## config.mk

```make
export PLATFORM = sky130hd
export DESIGN_NAME = imem_cache
export DESIGN_NICKNAME = d
export VERILOG_FILES = /design/src/rtl/imem_cache_pkg.sv /design/src/rtl/icache_line_store.sv /design/src/rtl/imem_cache.sv
export SDC_FILE = /design/constraint.sdc
export NUM_CORES = 2
export LEC_CHECK = 0
export CAP_MARGIN = 20
export CORE_ASPECT_RATIO = 1.25
export CORE_UTILIZATION = 30
export CTS_CLUSTER_DIAMETER = 100
export DETAILED_ROUTE_END_ITERATION = 10
export SLEW_MARGIN = 20
export SYNTH_ARGS = -nofsm -noshare
export SYNTH_HDL_FRONTEND = slang
export SYNTH_SLANG_ARGS = --single-unit
```

## constraint.sdc

```tcl
create_clock -name clk -period 11.4 [get_ports clk]
set_input_delay 1.71 -clock clk [delete_from_list [all_inputs] [get_ports clk]]
set_output_delay 1.71 -clock clk [all_outputs]
set_load 0.005 [all_outputs]
```

## src/rtl/imem_cache_pkg.sv

```systemverilog
// rtl/imem_cache_pkg.sv - shared FSM encoding, address-split width helpers and NOP word
package imem_cache_pkg;

  typedef enum logic [1:0] {
    ST_IDLE = 2'd0,
    ST_FILL = 2'd1,
    ST_DONE = 2'd2
  } state_t;

  localparam logic [31:0] NOP = 32'h0000_0000;

  function automatic int off_w(input int words_per_line);
    return $clog2(words_per_line);
  endfunction

  function automatic int idx_w(input int lines);
    return $clog2(lines);
  endfunction

  // Byte-offset bits [1:0] are never part of the tag.
  function automatic int tag_w(input int lines, input int words_per_line);
    return 30 - $clog2(lines) - $clog2(words_per_line);
  endfunction

endpackage

```

## src/rtl/icache_line_store.sv

```systemverilog
// rtl/icache_line_store.sv - flop-based valid/tag/data arrays with combinational read
// and a single synchronous write port; only the valid bits are cleared by reset.
module icache_line_store
  import imem_cache_pkg::*;
#(
  parameter int LINES          = 16,
  parameter int WORDS_PER_LINE = 4,
  parameter int OW             = off_w(WORDS_PER_LINE),
  parameter int IW             = idx_w(LINES),
  parameter int TW             = tag_w(LINES, WORDS_PER_LINE)
) (
  input  logic          clk,
  input  logic          reset,
  input  logic [IW-1:0] rd_index,
  input  logic [OW-1:0] rd_offset,
  output logic          rd_valid,
  output logic [TW-1:0] rd_tag,
  output logic [31:0]   rd_data,
  input  logic [IW-1:0] wr_line,
  input  logic [OW-1:0] wr_word,
  input  logic          wr_data_en,
  input  logic [31:0]   wr_data,
  input  logic          tag_we,
  input  logic [TW-1:0] wr_tag,
  input  logic          valid_set,
  input  logic          valid_clr
);

  logic [LINES-1:0] valid_q;
  logic [TW-1:0]    tag_q  [LINES];
  logic [31:0]      data_q [LINES][WORDS_PER_LINE];

  always_ff @(posedge clk) begin
    if (reset) begin
      valid_q <= '0;
    end else if (valid_clr) begin
      valid_q[wr_line] <= 1'b0;
    end else if (valid_set) begin
      valid_q[wr_line] <= 1'b1;
    end
  end

  always_ff @(posedge clk) begin
    if (wr_data_en) begin
      data_q[wr_line][wr_word] <= wr_data;
    end
    if (tag_we) begin
      tag_q[wr_line] <= wr_tag;
    end
  end

  assign rd_valid = valid_q[rd_index];
  assign rd_tag   = tag_q[rd_index];
  assign rd_data  = data_q[rd_index][rd_offset];

endmodule

```

## src/rtl/imem_cache.sv

```systemverilog
// rtl/imem_cache.sv - direct-mapped read-only instruction cache, zero-wait hits, line fill on miss.
// Optional IMEM_CACHE_STATS_EN adds saturating hit_count/miss_count outputs.
module imem_cache
  import imem_cache_pkg::*;
#(
  parameter int LINES                = 16,
  parameter int WORDS_PER_LINE       = 4,
  parameter int RESET_VECTOR_PRELOAD = 0
) (
  input  logic        clk,
  input  logic        reset,
  input  logic [31:0] cpu_raddr,
  output logic [31:0] cpu_rdata,
  output logic        stall,
  output logic        mem_req,
  output logic [31:0] mem_addr,
  input  logic        mem_ack,
  input  logic [31:0] mem_rdata
`ifdef IMEM_CACHE_STATS_EN
  ,
  output logic [31:0] hit_count,
  output logic [31:0] miss_count
`endif
);

  localparam int OW = off_w(WORDS_PER_LINE);
  localparam int IW = idx_w(LINES);
  localparam int TW = tag_w(LINES, WORDS_PER_LINE);

  logic [OW-1:0] cpu_off;
  logic [IW-1:0] cpu_idx;
  logic [TW-1:0] cpu_tag;

  assign cpu_off = cpu_raddr[2 +: OW];
  assign cpu_idx = cpu_raddr[2+OW +: IW];
  assign cpu_tag = cpu_raddr[31 -: TW];

  // Byte-lane bits and the reserved preload parameter carry no function.
  logic unused_bits;
  assign unused_bits = ^{cpu_raddr[1:0], 32'(RESET_VECTOR_PRELOAD)};

  state_t        state, state_nx;
  logic [TW-1:0] miss_tag;
  logic [IW-1:0] miss_index;
  logic [OW-1:0] wc;

  logic          rd_valid;
  logic [TW-1:0] rd_tag;
  logic [31:0]   rd_data;

  logic          hit;
  logic          miss_start;
  logic [IW-1:0] wr_line;
  logic          wr_data_en;
  logic          tag_we;
  logic          valid_set;
  logic          valid_clr;

  icache_line_store #(
    .LINES          (LINES),
    .WORDS_PER_LINE (WORDS_PER_LINE),
    .OW             (OW),
    .IW             (IW),
    .TW             (TW)
  ) u_store (
    .clk        (clk),
    .reset      (reset),
    .rd_index   (cpu_idx),
    .rd_offset  (cpu_off),
    .rd_valid   (rd_valid),
    .rd_tag     (rd_tag),
    .rd_data    (rd_data),
    .wr_line    (wr_line),
    .wr_word    (wc),
    .wr_data_en (wr_data_en),
    .wr_data    (mem_rdata),
    .tag_we     (tag_we),
    .wr_tag     (miss_tag),
    .valid_set  (valid_set),
    .valid_clr  (valid_clr)
  );

  always_comb begin
    state_nx   = state;
    hit        = 1'b0;
    stall      = 1'b1;
    cpu_rdata  = NOP;
    mem_req    = 1'b0;
    mem_addr   = 32'h0;
    miss_start = 1'b0;
    wr_line    = miss_index;
    wr_data_en = 1'b0;
    tag_we     = 1'b0;
    valid_set  = 1'b0;
    valid_clr  = 1'b0;

    case (state)
      ST_IDLE: begin
        hit = rd_valid && (rd_tag == cpu_tag);
        if (hit) begin
          stall     = 1'b0;
          cpu_rdata = rd_data;
        end else begin
          // Invalidate up front so a partially filled line can never hit.
          miss_start = 1'b1;
          wr_line    = cpu_idx;
          valid_clr  = 1'b1;
          state_nx   = ST_FILL;
        end
      end
      ST_FILL: begin
        mem_req  = 1'b1;
        mem_addr = {miss_tag, miss_index, wc, 2'b00};
        if (mem_ack) begin
          wr_data_en = 1'b1;
          if (wc == OW'(WORDS_PER_LINE - 1)) begin
            tag_we    = 1'b1;
            valid_set = 1'b1;
            state_nx  = ST_DONE;
          end
        end
      end
      ST_DONE: begin
        state_nx = ST_IDLE;
      end
      default: begin
        state_nx = ST_IDLE;
      end
    endcase
  end

  always_ff @(posedge clk) begin
    if (reset) begin
      state <= ST_IDLE;
      wc    <= '0;
    end else begin
      state <= state_nx;
      if (miss_start) begin
        wc <= '0;
      end else if (wr_data_en) begin
        wc <= wc + OW'(1);
      end
    end
  end

  always_ff @(posedge clk) begin
    if (!reset && miss_start) begin
      miss_tag   <= cpu_tag;
      miss_index <= cpu_idx;
    end
  end

`ifdef IMEM_CACHE_STATS_EN
  always_ff @(posedge clk) begin
    if (reset) begin
      hit_count  <= 32'h0;
      miss_count <= 32'h0;
    end else begin
      if (hit && (hit_count != 32'hFFFF_FFFF)) begin
        hit_count <= hit_count + 32'd1;
      end
      if (miss_start && (miss_count != 32'hFFFF_FFFF)) begin
        miss_count <= miss_count + 32'd1;
      end
    end
  end
`endif

endmodule

```

==> results.cfg <==
[detailed_routing]
dr_wl_met3_um = 17500
dr.pass1.iters = 6
m1WireLength_um = 101000
drt_iter0_markers = 5172
wirelength_um = 248000
dr_wl_met2_um = 124000
routed-via-count = 44000
top_layer = met5
antenna_left = 0
viasPerCell = 5.11
drcViolationCount = 0
avgRoutedWirePerCell_um = 28.8

[run]
maxCapViolCount = 0

[power]
power_density_nw_per_um2 = 169
p_seq_share_pct = 54.2
p_leak_uw = 0.0333
clkPwrFrac_pct = 41.3
pwr-share-comb_pct = 4.5
vdd_drop_max_mv = 0.206
power.total_uw = 18600
internal_power_uw = 14700
p_switching_uw = 3870
swShare_pct = 20.9

[floorplan]
io-pin-count = 133
fp.dieW_um = 506
core_sq_um = 316000
initial_utilization_pct = 30.1
dieArea_sq_um = 320000
rows = 231
die_h_um = 632

[sta]
finalClockSkew_ns = 0.0311
hold_violations = 0
fin_hold_ws_ns = 0.502
tightest_slew_ns = 1.11
min_period_ns = 8.59
setup-tns-final_ns = 0
slew_headroom_pct = 26.1
setup_violations = 0
max_freq_mhz = 116
grt_setup_unrepaired = no
final_max_slew_viol_count = 0
finalCritPeriodShare_pct = 75.4

[setup_path]
crit_top_cell = mux4_2
crit_path_max_incr_delay_ns = 0.71
end_kind = output port
start_kind = input pin
crit_chain = buf_8 -> buf_4 -> buf_12 -> buf_4 -> mux4_2 -> mux4_2 -> mux4_2 -> nor2b_1 -> clkdlybuf4s50_1
path_max_fanout = 107
path_class = input pin to output port
worst_r2r_path_depth = 11
slowest_stage = buf_12
worst_ep_arrival_time_ns = 6.88
required_ns = 9.69

[synth]
synth-edff-count = 2460
seq_area_frac_synth_pct = 77.9
yosysTopAreaCellShare_pct = 77.5
synth-async-reset-ratio_pct = 0
synthTopCellsByArea = edfxtp_1, mux4_2, mux2i_1
synth.mux.area_fraction_pct = 18.5
synthAdderAreaFrac_pct = 0.0525
ys.flop_type = edfxtp_1
yosys.area_share.xor_xnor_pct = 0.267
synthCells = 3917
ys_ff_latch = 2480
synth-simple-area-share_pct = 1.32
synth_top_family_by_area = multiplexers
syn-cell-area_sq_um = 95300
yosysWarningCount = 0
synth_cell_type_count = 54
synth_compound_area_share_pct = 0.784
yosysTopAreaCell = edfxtp_1
avgSynthCellArea_sq_um = 24.3

[clock_tree]
htree_levels = 4
cts_tree = done
cts.sinks = 2480
path_clk_slew_ns = 0.06
clockBufferDepth = 3
clock-root-buffer = clkbuf_16
cts_buffers = 240
cts_hold_buffers = 0
worst_skew_pair.late_latency_ns = 0.88
cts_setup_buffers = 0
post_cts_resized = 0

[grt]
grt_pass1_vias = 45000
antenna_found_initial = 33
grt_max_degree = 151
grt_pass1_wl_um = 346000
grt_overflow_total = 0
track_usage_pct = 15.3

[final_layout]
layout_common_cells = edfxtp_1, mux4_2, clkbuf_16
fin_util_pct = 34.7
mostFrequentLayoutCell = edfxtp_1
nets = 4279
finalNonFillerCells = 8616
drive_above_1_share_pct = 30.1
area_growth_pct = 15.3

[worst_hold_path]
min_path_cells = 2
hold_path_class = register to register

[placed_design]
dp_hpwl_um = 129000
place_inst = 8157
io_buffer_count = 128
gp_congestion = 0.743

[run_status]
status = finished, final reports clean
Yosys cell counts (13+ instances only):
cell	n
xor2_1	13
edfxtp_1	2460
mux4_2	731
nor2b_1	42
dfxtp_1	20
clkbuf_1	104
buf_2	52
nand2_1	19
buf_4	20
nor3_1	31
a22oi_1	20
and2_1	33
mux2i_1	107
buf_1	20
buf_6	19
xnor2_1	16
nor2_1	89
registers in the layout, indices dropped and copies added (netlist names), named ones only:
register / count
wc: 2
u_store.data_q: 2048
miss_tag: 24
miss_index: 4
state: 2
u_store.tag_q: 384
final timing paths:
check	start	endpoint	slack (ns)
worst max-delay path	cpu_raddr[4]	cpu_rdata[26]	2.81
worst min-delay path	register	register	0.50
worst max register to register	u_store.tag_q[15][10]	u_store.data_q[3][42]	6.37
worst min register to register	register	register	0.50
layer usage:
metal	global-route usage (%)	vias to the layer above
li1	-	17500
met1	20.9	24300
met4	4.04	8
met5	0	-
met2	25.5	1832
met3	2.31	349
per-stage QoR:
step	area, sq um	setup slack, ns
3_3_place_gp	102000	2.63
3_5_place_dp	102000	2.66
6_report	110000	2.81
2_1_floorplan	95300	5.14
4_1_cts	110000	2.66
5_1_grt	110000	2.43
logic make-up (layout without fill, tap and decap cells):
group                      Yosys count  in the layout
adders and majority gates            4              4
DFF                               2480           2480
other                                1             15
and+or+nand+nor                    249            249
AOI/OAI and AO/OA                   89             89
buffers and inverters              222            713
xor gates and xnor gates            29             29
muxes                              843            843
power groups by stage:
stage | Sequential [uW] | Clock, uW | Combinational [uW]
3_5_place_dp | 10300 | 0 | 840
3_3_place_gp | 10300 | 0 | 829
2_1_floorplan | 10200 | 0 | 503
6_report | 10100 | 7670 | 826
5_1_grt | 10100 | 8110 | 878
4_1_cts | 10100 | 7780 | 842
worst max-delay path, delay by kind of cell:
kind / cells / cell delay (ns)
muxes: 3 / 1.71
and+or+nand+nor: 1 / 0.19
buffers and inverters: 5 / 3.01
cell type report:
type / instances / area [sq um]
fill: 28900 / 207000
sequential: 2480 / 74300
multi-input combinational: 1216 / 20500
clock buffer: 288 / 6250
tap: 4194 / 5250
timing repair buffer: 263 / 2310
clock inverter: 155 / 1290
antenna: 13 / 32.5
inverter: 7 / 26.3
Power figures use the tool's default switching activity.
